## src/rtl/mc_ctrl_pkg.sv

```systemverilog
// Shared types and opcode map for the multicycle controller.
// Opcode groups are contiguous so decode is a simple range check.
package mc_ctrl_pkg;

    typedef enum logic [2:0] {
        ST_RESET,
        ST_FETCH,
        ST_DECODE,
        ST_EXECUTE,
        ST_FP_WAIT,
        ST_MEM_WAIT,
        ST_ERROR
    } state_e;

    localparam logic [3:0] OP_ADD   = 4'h0;
    localparam logic [3:0] OP_SUB   = 4'h1;
    localparam logic [3:0] OP_AND   = 4'h2;
    localparam logic [3:0] OP_OR    = 4'h3;
    localparam logic [3:0] OP_XOR   = 4'h4;
    localparam logic [3:0] OP_NOT   = 4'h5;
    localparam logic [3:0] OP_SHL   = 4'h6;
    localparam logic [3:0] OP_SHR   = 4'h7;
    localparam logic [3:0] OP_FADD  = 4'h8;
    localparam logic [3:0] OP_FSUB  = 4'h9;
    localparam logic [3:0] OP_FMUL  = 4'hA;
    localparam logic [3:0] OP_LOAD  = 4'hB;
    localparam logic [3:0] OP_STORE = 4'hC;
    localparam logic [3:0] OP_BEQ   = 4'hD;
    localparam logic [3:0] OP_BNE   = 4'hE;
    localparam logic [3:0] OP_JMP   = 4'hF;

    localparam logic [3:0] INT_LO = OP_ADD;
    localparam logic [3:0] INT_HI = OP_SHR;
    localparam logic [3:0] FP_LO  = OP_FADD;
    localparam logic [3:0] FP_HI  = OP_FMUL;
    localparam logic [3:0] MEM_LO = OP_LOAD;
    localparam logic [3:0] MEM_HI = OP_STORE;

    // Wrapping subtraction keeps the check free of constant compares.
    function automatic logic in_range(
        input logic [3:0] op,
        input logic [3:0] lo,
        input logic [3:0] hi
    );
        return (op - lo) <= (hi - lo);
    endfunction

endpackage

```

## src/rtl/mc_wait_timer.sv

```systemverilog
// Handshake wait counter; flags the last allowed waiting cycle.
import mc_ctrl_pkg::*;

module mc_wait_timer #(
    parameter int TIMEOUT_CYC = 16
) (
    input  logic clk,
    input  logic rst,
    input  logic clr,
    input  logic en,
    output logic expired
);

    localparam int CW = $clog2(TIMEOUT_CYC);

    logic [CW-1:0] cnt_q;
    logic [CW-1:0] cnt_d;

    always_comb begin
        cnt_d = cnt_q;
        if (clr) begin
            cnt_d = '0;
        end else if (en) begin
            cnt_d = cnt_q + 1'b1;
        end
    end

    always_ff @(posedge clk) begin
        if (rst) begin
            cnt_q <= '0;
        end else begin
            cnt_q <= cnt_d;
        end
    end

    assign expired = (cnt_q == CW'(TIMEOUT_CYC - 1));

endmodule

```

## src/rtl/mc_controller.sv

```systemverilog
// Multicycle CPU control FSM: fetch/decode/execute with FP and
// memory handshake waits guarded by a timeout.
import mc_ctrl_pkg::*;

module mc_controller #(
    parameter int OPW         = 4,
    parameter int TIMEOUT_CYC = 16
) (
    input  logic           clk,
    input  logic           rst,
    input  logic           en,
    input  logic [OPW-1:0] opcode,
    input  logic           zero,
    input  logic           fp_done,
    input  logic           mem_ready,
    output logic           loadA,
    output logic           loadB,
    output logic           loadC,
    output logic           loadIR,
    output logic           loadPC,
    output logic           incPC,
    output logic           mode,
    output logic           we_DM,
    output logic           selA,
    output logic           selB,
    output logic           fp_start,
    output logic           busy,
    output logic           err
);

    state_e     state_q;
    state_e     state_d;
    logic [3:0] op_q;
    logic       waiting;
    logic       tmo;
    logic       bad_op;
    logic       take;

    assign waiting = (state_q == ST_FP_WAIT) || (state_q == ST_MEM_WAIT);
    assign bad_op  = (opcode >> 4) != '0;
    assign take    = (op_q == OP_BEQ) ? zero : !zero;

    mc_wait_timer #(
        .TIMEOUT_CYC(TIMEOUT_CYC)
    ) u_timer (
        .clk    (clk),
        .rst    (rst),
        .clr    (en && !waiting),
        .en     (en && waiting),
        .expired(tmo)
    );

    always_ff @(posedge clk) begin
        if (rst) begin
            state_q <= ST_RESET;
            op_q    <= '0;
        end else if (en) begin
            state_q <= state_d;
            if (state_q == ST_DECODE) begin
                op_q <= opcode[3:0];
            end
        end
    end

    always_comb begin
        state_d  = state_q;
        loadA    = 1'b0;
        loadB    = 1'b0;
        loadC    = 1'b0;
        loadIR   = 1'b0;
        loadPC   = 1'b0;
        incPC    = 1'b0;
        mode     = 1'b0;
        we_DM    = 1'b0;
        selA     = 1'b0;
        selB     = 1'b0;
        fp_start = 1'b0;
        err      = 1'b0;
        unique case (state_q)
            ST_RESET: state_d = ST_FETCH;
            ST_FETCH: begin
                loadIR  = 1'b1;
                state_d = ST_DECODE;
            end
            ST_DECODE: state_d = bad_op ? ST_ERROR : ST_EXECUTE;
            ST_EXECUTE: begin
                state_d = ST_FETCH;
                unique case (1'b1)
                    in_range(op_q, INT_LO, INT_HI): begin
                        loadC = 1'b1;
                        incPC = 1'b1;
                    end
                    in_range(op_q, FP_LO, FP_HI): begin
                        fp_start = 1'b1;
                        mode     = 1'b1;
                        state_d  = ST_FP_WAIT;
                    end
                    in_range(op_q, MEM_LO, MEM_HI): state_d = ST_MEM_WAIT;
                    (op_q == OP_JMP): begin
                        loadPC = 1'b1;
                        selA   = 1'b1;
                        selB   = 1'b1;
                    end
                    default: begin
                        loadPC = take;
                        selA   = take;
                        incPC  = !take;
                    end
                endcase
            end
            ST_FP_WAIT: begin
                mode = 1'b1;
                if (fp_done) begin
                    loadC   = 1'b1;
                    incPC   = 1'b1;
                    state_d = ST_FETCH;
                end else if (tmo) begin
                    state_d = ST_ERROR;
                end
            end
            ST_MEM_WAIT: begin
                we_DM = (op_q == OP_STORE);
                if (mem_ready) begin
                    loadA   = (op_q == OP_LOAD);
                    incPC   = 1'b1;
                    state_d = ST_FETCH;
                end else if (tmo) begin
                    state_d = ST_ERROR;
                end
            end
            ST_ERROR: err = 1'b1;
            default: state_d = ST_ERROR;
        endcase
        busy = (state_q != ST_RESET) && (state_q != ST_ERROR);
        // A stall keeps only the status flags visible.
        if (!en) begin
            loadA    = 1'b0;
            loadB    = 1'b0;
            loadC    = 1'b0;
            loadIR   = 1'b0;
            loadPC   = 1'b0;
            incPC    = 1'b0;
            mode     = 1'b0;
            we_DM    = 1'b0;
            selA     = 1'b0;
            selB     = 1'b0;
            fp_start = 1'b0;
        end
    end

endmodule

```

## config.mk

```make
export PLATFORM = sky130hd
export DESIGN_NAME = mc_controller
export DESIGN_NICKNAME = d
export VERILOG_FILES = /design/src/rtl/mc_ctrl_pkg.sv /design/src/rtl/mc_wait_timer.sv /design/src/rtl/mc_controller.sv
export SDC_FILE = /design/constraint.sdc
export NUM_CORES = 1
export LEC_CHECK = 0
export BUFFER_PORTS_ARGS = -buffer_cell sky130_fd_sc_hd__buf_2
export CELL_PAD_IN_SITES_DETAIL_PLACEMENT = 1
export CELL_PAD_IN_SITES_GLOBAL_PLACEMENT = 1
export CORE_UTILIZATION = 35
export DETAILED_ROUTE_END_ITERATION = 12
export HOLD_SLACK_MARGIN = 0.02
export PLACE_DENSITY_LB_ADDON = 0.1
export SYNTH_ARGS = -nofsm -noshare
export SYNTH_HDL_FRONTEND = slang
export SYNTH_SLANG_ARGS = --single-unit
```

## constraint.sdc

```tcl
create_clock -name clk -period 1.45 [get_ports clk]
set_input_delay 0 -clock clk [delete_from_list [all_inputs] [get_ports clk]]
set_output_delay 0 -clock clk [all_outputs]
set_load 0.005 [all_outputs]
```

==> results of run 1 <==
-- cell usage after synthesis, drive strengths merged, types with 2 or more instances --
master | n | share of area
nor4 | 2 | 0.016
nand4 | 2 | 0.016
nand3 | 5 | 0.032
dfxtp | 11 | 0.28
nor2 | 10 | 0.052
mux2i | 5 | 0.065
nor2b | 3 | 0.024
o21ai | 5 | 0.032
nand2 | 8 | 0.039
clkbuf | 5 | 0.024
nor3b | 2 | 0.019
nand2b | 3 | 0.024
nand4b | 2 | 0.023
nor3 | 4 | 0.032
inv | 4 | 0.019
a21oi | 6 | 0.039
buf | 4 | 0.040
a41oi | 2 | 0.023
mux2 | 2 | 0.029
or3 | 2 | 0.016
-- stage by stage --
stage          hold WS [ns]  setup WS (ns)
6_report            0.05102       -0.08265
5_1_grt             0.05256        -0.2111
4_1_cts             0.04925       -0.09238
3_5_place_dp         0.2507         0.1202
3_3_place_gp         0.2365         0.1385
2_1_floorplan       0.07214         0.1509
-- worst paths after layout --
kind,startpoint,slack (ns),to,depth (start not counted)
setup reg to reg,state_q[0],0.17,op_q[3],5
hold / removal,rst,0.05,u_timer.cnt_q[2],2
setup / recovery,op_q[0],-0.08,incPC,5
hold reg to reg,u_timer.cnt_q[3],0.48,u_timer.cnt_q[3],2
-- layout by cell type, fill, tap and decap left out, drive strengths merged --
master	n
a31o	1
and3	1
o21ai	5
nand2	8
a211oi	1
nor4	2
nand4	2
nor3b	2
clkbuf	4
mux2	2
and2	1
or3	2
o32a	1
a21oi	6
inv	4
or3b	1
nand3	5
nand4b	2
a221oi	1
nor2b	3
dfxtp	11
o31ai	1
buf	29
conb	1
mux2i	5
dlygate4sd3	4
a311oi	1
ha	1
nor3	4
nand3b	1
a21o	1
a31oi	1
nor2	10
a41oi	2
nand2b	3
-- flip-flops by register name, summed over array words and instances, names as in the netlist --
register / flops
op_q: 4
state_q: 3
u_timer.cnt_q: 4
-- kinds of logic after synthesis --
| kind of cell | after synthesis | synth area share |
|---|---|---|
| AOI/OAI and AO/OA | 21 | 0.1845 |
| DFF | 11 | 0.2848 |
| muxes | 7 | 0.09385 |
| buffers and inverters | 13 | 0.08413 |
| adders and majority gates | 1 | 0.01618 |
| other | 1 | 0.004850 |
| and+or+nand+nor | 47 | 0.3317 |
-- area by class of cell --
class	instances	area [um2]
Timing Repair Buffer	33	205.2
Clock buffer	4	26.28
Inverter	4	15.01
Multi-Input combinational cell	77	536.8
Fill cell	255	969.7
Sequential cell	11	235.2
Tap cell	27	33.78
-- layer usage --
layer | up-vias | track usage | wire (um)
li1 | 421 | - | -
met1 | 407 | 0.2552 | 1067
met2 | 15 | 0.3958 | 1216
met3 | 2 | 0.02181 | 58
met4 | 0 | 0.05882 | 12
met5 | - | 0 | 0
-- power groups by stage --
stage	Combinational [mW]	Sequential [mW]	Clock, mW
2_1_floorplan	0.0563	0.321	0
3_3_place_gp	0.0872	0.324	0
3_5_place_dp	0.0897	0.324	0
4_1_cts	0.0990	0.314	0.219
5_1_grt	0.112	0.317	0.234
6_report	0.102	0.315	0.210
-- timing repair --
item / CTS / global route
resized for setup: 10 / 9
endpoints found under the hold margin: 4 / 0
endpoints found under the setup margin: 7 / 7
hold buffers: 4 / 0
setup buffers: 1 / 0
pin swaps: 3 / 1
==> impl_metrics.prom, run 1 <==
# TYPE chip_impl_metric gauge
chip_impl_metric{name="ys_async_sr_fraction",unit=""} 0
chip_impl_metric{name="synth_enable_flop_cells",unit=""} 0
chip_impl_metric{name="top_level_ports",unit=""} 23
chip_impl_metric{name="hold_violations",unit=""} 0
chip_impl_info{name="synthFlopType",value="sky130_fd_sc_hd__dfxtp_1"} 1
chip_impl_info{name="cp_top_family",value="compound AO/OA/AOI/OAI gates"} 1
chip_impl_metric{name="wl_per_cell",unit="um"} 15.09
chip_impl_metric{name="antenna_violating_nets_post_route",unit=""} 0
chip_impl_metric{name="grt-ovfl-total",unit=""} 0
chip_impl_metric{name="cts.clk_slew.worst_paths",unit="ns"} 0.07
chip_impl_metric{name="num_vias",unit=""} 845
chip_impl_metric{name="grt_first_pass_wirelength",unit="mm"} 4.029
chip_impl_metric{name="seqPwrFrac",unit=""} 0.502
chip_impl_metric{name="stdcell_count",unit=""} 156
chip_impl_info{name="root_buffer",value="sky130_fd_sc_hd__clkbuf_4"} 1
chip_impl_metric{name="max_cap_viol_count",unit=""} 0
chip_impl_metric{name="pwr-share-clk",unit=""} 0.335
chip_impl_metric{name="postLayoutCoreUtil",unit=""} 0.5204
chip_impl_info{name="timing_worst_setup_path_type",value="flop to primary output"} 1
chip_impl_metric{name="timing.final.crit_share",unit=""} 1.057
chip_impl_metric{name="cts.htree.levels",unit=""} 1
chip_impl_metric{name="initial_core_util",unit=""} 0.3824
chip_impl_info{name="setup_repair_after_global_routing_missed_its_margin",value="true"} 1
chip_impl_metric{name="finalNetCount",unit=""} 141
chip_impl_metric{name="leakagePower",unit="nW"} 0.4221
chip_impl_metric{name="setup_tns",unit="ns"} -0.08265
chip_impl_metric{name="placed_cells",unit=""} 147
chip_impl_metric{name="core-area",unit="mm2"} 0.002022
chip_impl_metric{name="numCtsBuffers",unit=""} 3
chip_impl_metric{name="antenna_cells_inserted",unit=""} 0
chip_impl_metric{name="grt_start_max_net_pins",unit=""} 12
chip_impl_metric{name="place_congestion",unit=""} 0.7928
chip_impl_info{name="violations",value="negative setup slack"} 1
chip_impl_metric{name="synth-warning-count",unit=""} 0
chip_impl_metric{name="synth_cells",unit=""} 101
chip_impl_metric{name="switching_share",unit=""} 0.2696
chip_impl_info{name="crit_path_cells",value="or3b_1 > a211oi_2 > a221oi_1 > o31ai_1 > buf_2"} 1
chip_impl_metric{name="critical_path.n_buffers_inverters",unit=""} 1
chip_impl_metric{name="synth_seq_area_share",unit=""} 0.2848
chip_impl_metric{name="data_arrival_at_the_endpoint_of_the_critical_path",unit="ns"} 1.53
chip_impl_metric{name="area_growth_syn_to_layout",unit="%"} 36.08
chip_impl_metric{name="post-route-worst-setup-slack",unit="ns"} -0.08265
chip_impl_metric{name="pwr_density_cell",unit="mW/mm2"} 596.4
chip_impl_metric{name="die_x",unit="um"} 49
chip_impl_metric{name="grt_util_all_layers",unit=""} 0.2127
chip_impl_metric{name="chip_height",unit="um"} 49
chip_impl_metric{name="grt_antenna_before_repair",unit=""} 0
chip_impl_metric{name="finalSetupViolCount",unit=""} 1
chip_impl_metric{name="finalWorstPathRequiredPeriod",unit="ns"} 1.533
chip_impl_info{name="tritoncts",value="yes"} 1
chip_impl_info{name="cpMaxStageDelayCell",value="sky130_fd_sc_hd__or3b_1"} 1
chip_impl_metric{name="fp-row-count",unit=""} 16
chip_impl_metric{name="first_pass_detailed_route_iteration_total",unit=""} 4
chip_impl_metric{name="die_area",unit="mm2"} 0.002401
chip_impl_metric{name="grt_pass1_vias",unit=""} 873
chip_impl_metric{name="fin_worst_skew",unit="ns"} 0.002492
chip_impl_metric{name="p_total",unit="mW"} 0.6276
chip_impl_metric{name="combinationalPowerShare",unit=""} 0.162
chip_impl_metric{name="total_switching_power",unit="mW"} 0.1692
chip_impl_metric{name="worstPathRequired",unit="ns"} 1.45
chip_impl_metric{name="drt_drc_violations_left",unit=""} 0
chip_impl_metric{name="clock-sinks",unit=""} 11
chip_impl_metric{name="clock.fmax",unit="MHz"} 652.5
chip_impl_info{name="hp-class",value="primary input to flop"} 1
chip_impl_info{name="endpoint_type_of_the_worst_setup_path",value="primary output"} 1
chip_impl_metric{name="cts_buffer_depth",unit=""} 2
chip_impl_metric{name="hpwlAfterDp",unit="mm"} 1.712
chip_impl_metric{name="routed_wirelength",unit="mm"} 2.354
chip_impl_metric{name="detailed_place.area",unit="um2"} 914.6
chip_impl_metric{name="stdcell_area",unit="mm2"} 0.001052
chip_impl_metric{name="avgViaCountPerCell",unit=""} 5.417
chip_impl_metric{name="io_buffers",unit=""} 21
chip_impl_metric{name="syn-num-nets",unit=""} 112
chip_impl_metric{name="cell_internal_pwr",unit="mW"} 0.4584
chip_impl_metric{name="cp_max_fo",unit=""} 2
chip_impl_metric{name="post_route_cells_drive_above_1_share",unit=""} 0.3876
chip_impl_metric{name="synth.avg_cell_area",unit="um2"} 7.656
chip_impl_metric{name="syn-cell-area",unit="um2"} 773.2
chip_impl_info{name="run_status",value="finished, violations left"} 1
chip_impl_info{name="setup.worst_path.start_class",value="flop"} 1
chip_impl_metric{name="number_of_synthesized_register_bits",unit=""} 11
chip_impl_metric{name="synth_cell_types",unit=""} 41
chip_impl_metric{name="drtIter0Drc",unit=""} 6
chip_impl_metric{name="clock_insertion_delay_worst_skew",unit="ns"} 0.26
chip_impl_metric{name="worst_path_largest_cell_delay",unit="ns"} 0.36
chip_impl_metric{name="power.ir.vdd_worst",unit="uV"} 506.2
chip_impl_metric{name="slew_violations",unit=""} 0
No activity file was read; power rests on OpenSTA's default activity.
==> run 2, diff against run 1 <==
--- a/config.mk
+++ b/config.mk
@@ -8,10 +8,11 @@
 export BUFFER_PORTS_ARGS = -buffer_cell sky130_fd_sc_hd__buf_2
 export CELL_PAD_IN_SITES_DETAIL_PLACEMENT = 1
 export CELL_PAD_IN_SITES_GLOBAL_PLACEMENT = 1
-export CORE_UTILIZATION = 35
+export CORE_UTILIZATION = 36
 export DETAILED_ROUTE_END_ITERATION = 12
 export HOLD_SLACK_MARGIN = 0.02
 export PLACE_DENSITY_LB_ADDON = 0.1
 export SYNTH_ARGS = -nofsm -noshare
 export SYNTH_HDL_FRONTEND = slang
+export SYNTH_HIERARCHICAL = 1
 export SYNTH_SLANG_ARGS = --single-unit
==> impl_metrics.prom, run 2 <==
# TYPE chip_impl_metric gauge
chip_impl_info{name="run_status",value="finished clean"} 1
chip_impl_metric{name="synth.avg_cell_area",unit="um2"} 8.346
chip_impl_info{name="synth.cells.most_frequent",value="sky130_fd_sc_hd__nor2_1, sky130_fd_sc_hd__dfxtp_1, sky130_fd_sc_hd__mux2i_1"} 1
chip_impl_metric{name="core-area",unit="mm2"} 0.002002
chip_impl_metric{name="initial_core_util",unit=""} 0.3919
chip_impl_metric{name="syn-num-nets",unit=""} 105
chip_impl_metric{name="pwr_density_cell",unit="mW/mm2"} 584.8
chip_impl_info{name="holdCritStartpoint",value="en"} 1
chip_impl_metric{name="place_congestion",unit=""} 0.7936
chip_impl_info{name="layout.cells.most_common_list",value="sky130_fd_sc_hd__buf_2, sky130_fd_sc_hd__nor2_1, sky130_fd_sc_hd__mux2i_1"} 1
chip_impl_info{name="synthMostInstantiatedCell",value="sky130_fd_sc_hd__nor2_1"} 1
chip_impl_metric{name="setup_slack_of_the_worst_register_to_register_path",unit="ns"} 0.11
chip_impl_info{name="tritoncts",value="yes"} 1
chip_impl_metric{name="top_level_ports",unit=""} 23
chip_impl_metric{name="grt_antenna_before_repair",unit=""} 0
chip_impl_info{name="rr_startpoint",value="state_q[0]"} 1
chip_impl_metric{name="cts.htree.levels",unit=""} 1
chip_impl_info{name="holdPathEnd",value="state_q[0]"} 1
chip_impl_metric{name="hold_violations",unit=""} 0
chip_impl_metric{name="finalWorstPathRequiredPeriod",unit="ns"} 1.409
chip_impl_info{name="hp-class",value="primary input to flop"} 1
chip_impl_metric{name="num_vias",unit=""} 778
chip_impl_metric{name="antenna_cells_inserted",unit=""} 0
chip_impl_metric{name="detailed_place.area",unit="um2"} 929.6
chip_impl_info{name="post_synth_main_area_contributors",value="sky130_fd_sc_hd__dfxtp_1, sky130_fd_sc_hd__mux2i_1, sky130_fd_sc_hd__nor2_1"} 1
chip_impl_info{name="root_buffer",value="sky130_fd_sc_hd__clkbuf_4"} 1
chip_impl_metric{name="routed_wirelength",unit="mm"} 2.203
chip_impl_metric{name="cp_max_fo",unit=""} 7
chip_impl_metric{name="synth_cells",unit=""} 94
chip_impl_metric{name="fp-row-count",unit=""} 16
chip_impl_metric{name="grt_first_pass_wirelength",unit="mm"} 3.484
chip_impl_info{name="endpoint_type_of_the_worst_setup_path",value="primary output"} 1
chip_impl_metric{name="whs_path_depth",unit=""} 3
chip_impl_metric{name="fin_worst_skew",unit="ns"} 0.003060
chip_impl_metric{name="cts.clk_slew.worst_paths",unit="ns"} 0.07
chip_impl_metric{name="setup_tns",unit="ns"} 0
chip_impl_metric{name="final.hold.worst_slack",unit="ns"} 0.1198
chip_impl_metric{name="number_of_synthesized_register_bits",unit=""} 11
chip_impl_metric{name="chip_height",unit="um"} 48.68
chip_impl_metric{name="finalSetupViolCount",unit=""} 0
chip_impl_metric{name="die_area",unit="mm2"} 0.002370
chip_impl_info{name="largestRegisters",value="op_q (4), u_timer/cnt_q (4), state_q (3)"} 1
chip_impl_metric{name="clock-sinks",unit=""} 11
chip_impl_metric{name="leakagePower",unit="nW"} 0.4883
chip_impl_metric{name="grt-ovfl-total",unit=""} 0
chip_impl_metric{name="synth_seq_area_share",unit=""} 0.2807
chip_impl_info{name="setup.worst_path.start_class",value="flop"} 1
chip_impl_info{name="worstReg2RegEnd",value="state_q[1]"} 1
chip_impl_metric{name="ys_async_sr_fraction",unit=""} 0
chip_impl_metric{name="avgViaCountPerCell",unit=""} 5.019
chip_impl_metric{name="p_total",unit="mW"} 0.6732
chip_impl_metric{name="post_route_cells_drive_above_1_share",unit=""} 0.4688
chip_impl_metric{name="grt_util_all_layers",unit=""} 0.1926
chip_impl_metric{name="stdcell_area",unit="mm2"} 0.001151
chip_impl_metric{name="post-route-worst-setup-slack",unit="ns"} 0.04119
chip_impl_metric{name="area_growth_syn_to_layout",unit="%"} 46.73
chip_impl_metric{name="drtIter0Drc",unit=""} 4
chip_impl_info{name="synth_largest_area_cell",value="sky130_fd_sc_hd__dfxtp_1"} 1
chip_impl_metric{name="io_buffers",unit=""} 21
chip_impl_metric{name="synth_enable_flop_cells",unit=""} 0
chip_impl_metric{name="wl_per_cell",unit="um"} 14.21
chip_impl_metric{name="r2r_cells",unit=""} 6
chip_impl_metric{name="synth-warning-count",unit=""} 6
chip_impl_info{name="timing_worst_setup_path_type",value="flop to primary output"} 1
chip_impl_metric{name="hpwlAfterDp",unit="mm"} 1.496
chip_impl_metric{name="grt_pass1_vias",unit=""} 775
chip_impl_metric{name="slew_violations",unit=""} 0
chip_impl_metric{name="pre_cts_setup_slack",unit="ns"} 0.03870
chip_impl_metric{name="cts_buffer_depth",unit=""} 2
chip_impl_metric{name="synth_cell_types",unit=""} 43
chip_impl_metric{name="syn-cell-area",unit="um2"} 784.5
chip_impl_info{name="synthFlopType",value="sky130_fd_sc_hd__dfxtp_1"} 1
chip_impl_metric{name="clock_insertion_delay_worst_skew",unit="ns"} 0.28
chip_impl_metric{name="synth_top_area_frac",unit=""} 0.2807
chip_impl_metric{name="max_cap_viol_count",unit=""} 0
chip_impl_info{name="final_common_cell",value="sky130_fd_sc_hd__buf_2"} 1
chip_impl_metric{name="timing.final.crit_share",unit=""} 0.9716
chip_impl_metric{name="clock.fmax",unit="MHz"} 709.8
chip_impl_metric{name="first_pass_detailed_route_iteration_total",unit=""} 4
chip_impl_metric{name="worstPathRequired",unit="ns"} 1.45
chip_impl_metric{name="numCtsBuffers",unit=""} 3
chip_impl_metric{name="antenna_violating_nets_post_route",unit=""} 0
chip_impl_metric{name="grt_start_max_net_pins",unit=""} 14
chip_impl_metric{name="power.ir.vdd_worst",unit="uV"} 511.7
chip_impl_metric{name="finalNetCount",unit=""} 140
chip_impl_metric{name="drt_drc_violations_left",unit=""} 0
chip_impl_metric{name="data_arrival_at_the_endpoint_of_the_critical_path",unit="ns"} 1.41
chip_impl_metric{name="die_x",unit="um"} 48.68
[run 2: cells by family after synthesis]
group	count (synthesis)	share of synthesized area
other cells	1	0.004780
fa+ha+maj	1	0.01595
mux	8	0.1053
compound gates	16	0.1499
buf+inv	7	0.05581
xor+xnor	1	0.01117
simple gates	49	0.3764
flops	11	0.2807
[run 2: layer usage]
metal | up-vias | GRT usage | wire, um
met5 | - | 0 | 0
li1 | 400 | - | -
met1 | 356 | 0.2365 | 1065
met4 | 0 | 0.08824 | 56
met3 | 4 | 0.03145 | 55
met2 | 18 | 0.3264 | 1025
[run 2: critical path: stages (launching register included)]
cell and delay [ns]:
sky130_fd_sc_hd__dfxtp_1 0.51, sky130_fd_sc_hd__nand3b_1 0.24, sky130_fd_sc_hd__o22ai_2 0.10, sky130_fd_sc_hd__and2_1 0.17, sky130_fd_sc_hd__buf_2 0.12
[run 2: what timing repair did]
action,4_1_cts,5_1_grt
pin swaps,3,3
setup endpoints to repair,4,6
gates cloned,0,0
hold buffers,5,0
buffers inserted,2,3
resized for setup,9,22
hold endpoints to repair,7,0
[run 2: worst max-delay path by stage]
stage / from / to / slack (ns) / cells past startpoint
4_1_cts: state_q[1] / loadC / -0.0005 / 5
6_report: op_q[2] / mode / 0.04 / 4
3_5_place_dp: state_q[1] / u_timer/cnt_q[3] / 0.04 / 4
3_3_place_gp: state_q[1] / u_timer/cnt_q[3] / 0.07 / 4
2_1_floorplan: state_q[2] / u_timer/cnt_q[3] / 0.05 / 5
5_1_grt: op_q[2] / mode / -0.004 / 4
[run 2: area by class of cell]
cell class / instances / area, um2
repair buffers: 35 / 246.5
flip-flops and latches: 11 / 234.0
multi-input cells: 76 / 603.1
well taps: 27 / 33.78
clock buffers: 4 / 26.28
inverters: 2 / 7.507
fillers: 239 / 850.8
[run 2: report_power, final]
group / switching, mW / internal, mW / leakage (nW)
clock: 0.107 / 0.107 / 0.0150
sequential: 0.0118 / 0.308 / 0.0929
combinational: 0.0637 / 0.0753 / 0.380
[run 2: stage by stage]
stage               cells  utilization
finish                155       0.5750
global route          155       0.5750
CTS                   152       0.5175
detailed placement    141       0.4644
global placement      141       0.4644
floorplan              94            -
==> run 3, diff against run 2 <==
--- a/config.mk
+++ b/config.mk
@@ -8,6 +8,7 @@
 export BUFFER_PORTS_ARGS = -buffer_cell sky130_fd_sc_hd__buf_2
 export CELL_PAD_IN_SITES_DETAIL_PLACEMENT = 1
 export CELL_PAD_IN_SITES_GLOBAL_PLACEMENT = 1
+export CORE_ASPECT_RATIO = 0.75
 export CORE_UTILIZATION = 36
 export DETAILED_ROUTE_END_ITERATION = 12
 export HOLD_SLACK_MARGIN = 0.02
==> impl_metrics.prom, run 3 (same netlist as run 2, synthesis figures left out) <==
# TYPE chip_impl_metric gauge
chip_impl_info{name="run_status",value="finished, violations left"} 1
chip_impl_info{name="violations",value="negative setup slack"} 1
chip_impl_info{name="cpMaxStageDelayCell",value="sky130_fd_sc_hd__dfxtp_4"} 1
chip_impl_metric{name="post-route-worst-setup-slack",unit="ns"} -0.04873
chip_impl_metric{name="grt-ovfl-total",unit=""} 0
chip_impl_metric{name="fin_worst_skew",unit="ns"} 0.007005
chip_impl_metric{name="antenna_cells_inserted",unit=""} 0
chip_impl_metric{name="routed_wirelength",unit="mm"} 2.440
chip_impl_metric{name="first_pass_detailed_route_iteration_total",unit=""} 4
chip_impl_metric{name="top_level_ports",unit=""} 23
chip_impl_metric{name="pwr_density_cell",unit="mW/mm2"} 606.2
chip_impl_metric{name="clock_insertion_delay_worst_skew",unit="ns"} 0.27
chip_impl_metric{name="grt_pass1_vias",unit=""} 775
chip_impl_metric{name="clock-sinks",unit=""} 11
chip_impl_info{name="setup.worst_path.start_class",value="flop"} 1
chip_impl_metric{name="final.hold.worst_slack",unit="ns"} 0.03667
chip_impl_metric{name="avgViaCountPerCell",unit=""} 5.560
chip_impl_metric{name="leakagePower",unit="nW"} 0.4706
chip_impl_metric{name="finalNetCount",unit=""} 138
chip_impl_metric{name="die_x",unit="um"} 55.91
chip_impl_metric{name="cts.htree.levels",unit=""} 1
chip_impl_metric{name="cts_buffer_depth",unit=""} 2
chip_impl_metric{name="hold_violations",unit=""} 0
chip_impl_metric{name="placed_cells",unit=""} 138
chip_impl_metric{name="numCtsBuffers",unit=""} 3
chip_impl_metric{name="finalSetupViolCount",unit=""} 1
chip_impl_metric{name="worstPathRequired",unit="ns"} 1.45
chip_impl_info{name="largestRegisters",value="op_q (4), u_timer/cnt_q (4), state_q (3)"} 1
chip_impl_metric{name="core-area",unit="mm2"} 0.002032
chip_impl_metric{name="initial_core_util",unit=""} 0.3861
chip_impl_metric{name="antenna_violating_nets_post_route",unit=""} 0
chip_impl_info{name="tritoncts",value="yes"} 1
chip_impl_metric{name="clock.fmax",unit="MHz"} 667.2
chip_impl_info{name="root_buffer",value="sky130_fd_sc_hd__clkbuf_4"} 1
chip_impl_metric{name="data_arrival_at_the_endpoint_of_the_critical_path",unit="ns"} 1.50
chip_impl_metric{name="grt_util_all_layers",unit=""} 0.2113
chip_impl_info{name="endpoint_type_of_the_worst_setup_path",value="primary output"} 1
chip_impl_metric{name="finalWorstPathRequiredPeriod",unit="ns"} 1.499
chip_impl_metric{name="cts.clk_slew.worst_paths",unit="ns"} 0.07
chip_impl_metric{name="worst_path_largest_cell_delay",unit="ns"} 0.38
chip_impl_metric{name="die_area",unit="mm2"} 0.002372
chip_impl_metric{name="slew_violations",unit=""} 0
chip_impl_metric{name="stdcell_area",unit="mm2"} 0.001097
chip_impl_metric{name="stdcell_count",unit=""} 150
chip_impl_metric{name="num_vias",unit=""} 834
chip_impl_metric{name="cp_max_fo",unit=""} 7
chip_impl_metric{name="grt_start_max_net_pins",unit=""} 14
chip_impl_metric{name="timing.final.crit_share",unit=""} 1.034
chip_impl_metric{name="drtIter0Drc",unit=""} 27
chip_impl_metric{name="fp-row-count",unit=""} 14
chip_impl_metric{name="chip_height",unit="um"} 42.43
chip_impl_info{name="final_common_cell",value="sky130_fd_sc_hd__buf_2"} 1
chip_impl_metric{name="hpwlAfterDp",unit="mm"} 1.675
chip_impl_metric{name="io_buffers",unit=""} 21
chip_impl_info{name="layout.cells.most_common_list",value="sky130_fd_sc_hd__buf_2, sky130_fd_sc_hd__nor2_1, sky130_fd_sc_hd__dfxtp_2"} 1
chip_impl_metric{name="max_cap_viol_count",unit=""} 0
chip_impl_metric{name="detailed_place.area",unit="um2"} 913.4
chip_impl_metric{name="post_route_cells_drive_above_1_share",unit=""} 0.4841
chip_impl_metric{name="grt_antenna_before_repair",unit=""} 0
chip_impl_info{name="hp-class",value="primary input to flop"} 1
chip_impl_metric{name="grt_first_pass_wirelength",unit="mm"} 3.836
chip_impl_metric{name="area_growth_syn_to_layout",unit="%"} 39.87
chip_impl_info{name="timing_worst_setup_path_type",value="flop to primary output"} 1
chip_impl_metric{name="power.ir.vdd_worst",unit="uV"} 345.4
chip_impl_metric{name="wl_per_cell",unit="um"} 16.27
chip_impl_info{name="setup_repair_after_global_routing_missed_its_margin",value="true"} 1
chip_impl_metric{name="pre_cts_setup_slack",unit="ns"} 0.07580
chip_impl_metric{name="place_congestion",unit=""} 0.8216
chip_impl_info{name="crit_path_cells",value="nor3b_1 > o21ai_0 > a21oi_1 > o21a_1 > buf_2"} 1
chip_impl_metric{name="drt_drc_violations_left",unit=""} 0
==> run 3: cell count changes in the layout (fill, tap and decap cells not counted), sizes merged <==
| cell | before | now |
|---|---|---|
| buf | 30 | 29 |
| dlygate4sd3 | 5 | 4 |
==> run 3: worst paths after layout <==
kind | slack [ns] | from | to | cells after the start
setup / recovery | -0.05 | op_q[0] | incPC | 5
hold / removal | 0.04 | rst | op_q[0] | 2
setup reg to reg | 0.05 | u_timer/cnt_q[1] | state_q[1] | 6
hold reg to reg | 0.55 | u_timer/cnt_q[0] | u_timer/cnt_q[0] | 2
==> run 3: power breakdown <==
part | internal, mW | switching (mW)
registers | 0.308 | 0.0105
clock network | 0.106 | 0.109
logic | 0.0654 | 0.0662
total | 0.480 | 0.185
==> run 3: critical path: cells and delay by family (launching register included) <==
kind	cells	cell delay, ns
buf+inv	1	0.11
compound gates	3	0.49
simple gates	1	0.26
flops	1	0.38
==> run 3: final cells by class <==
cell class              instances  area, um2
clock buffers                   4      26.28
fillers                       259      934.6
inverters                       2      7.507
multi-input cells              76      588.1
flip-flops and latches         11      232.7
well taps                      24      30.03
repair buffers                 33      212.7
==> run 3: metal layers <==
metal	vias up	share of wire	track usage
li1	402	-	-
met1	396	0.47	0.2871
met2	32	0.45	0.3205
met3	4	0.067	0.06790
met4	0	0.011	0.06341
met5	-	0	0
==> run 3: repair_timing <==
item	CTS	global route
endpoints found under the hold margin	4	0
buffers inserted	2	2
gates cloned	0	0
setup endpoints to repair	5	8
pin swaps	0	4
gates resized for setup	7	20
hold buffers	4	0
==> run 3: through the flow <==
step,setup TNS [ns],utilization,power (mW)
global route,-0.2597,0.5400,0.6966
CTS,0,0.4957,0.6586
finish,-0.04873,0.5400,0.6652
floorplan,0,-,0.3833
detailed placement,0,0.4495,0.4194
global placement,0,0.4495,0.4168
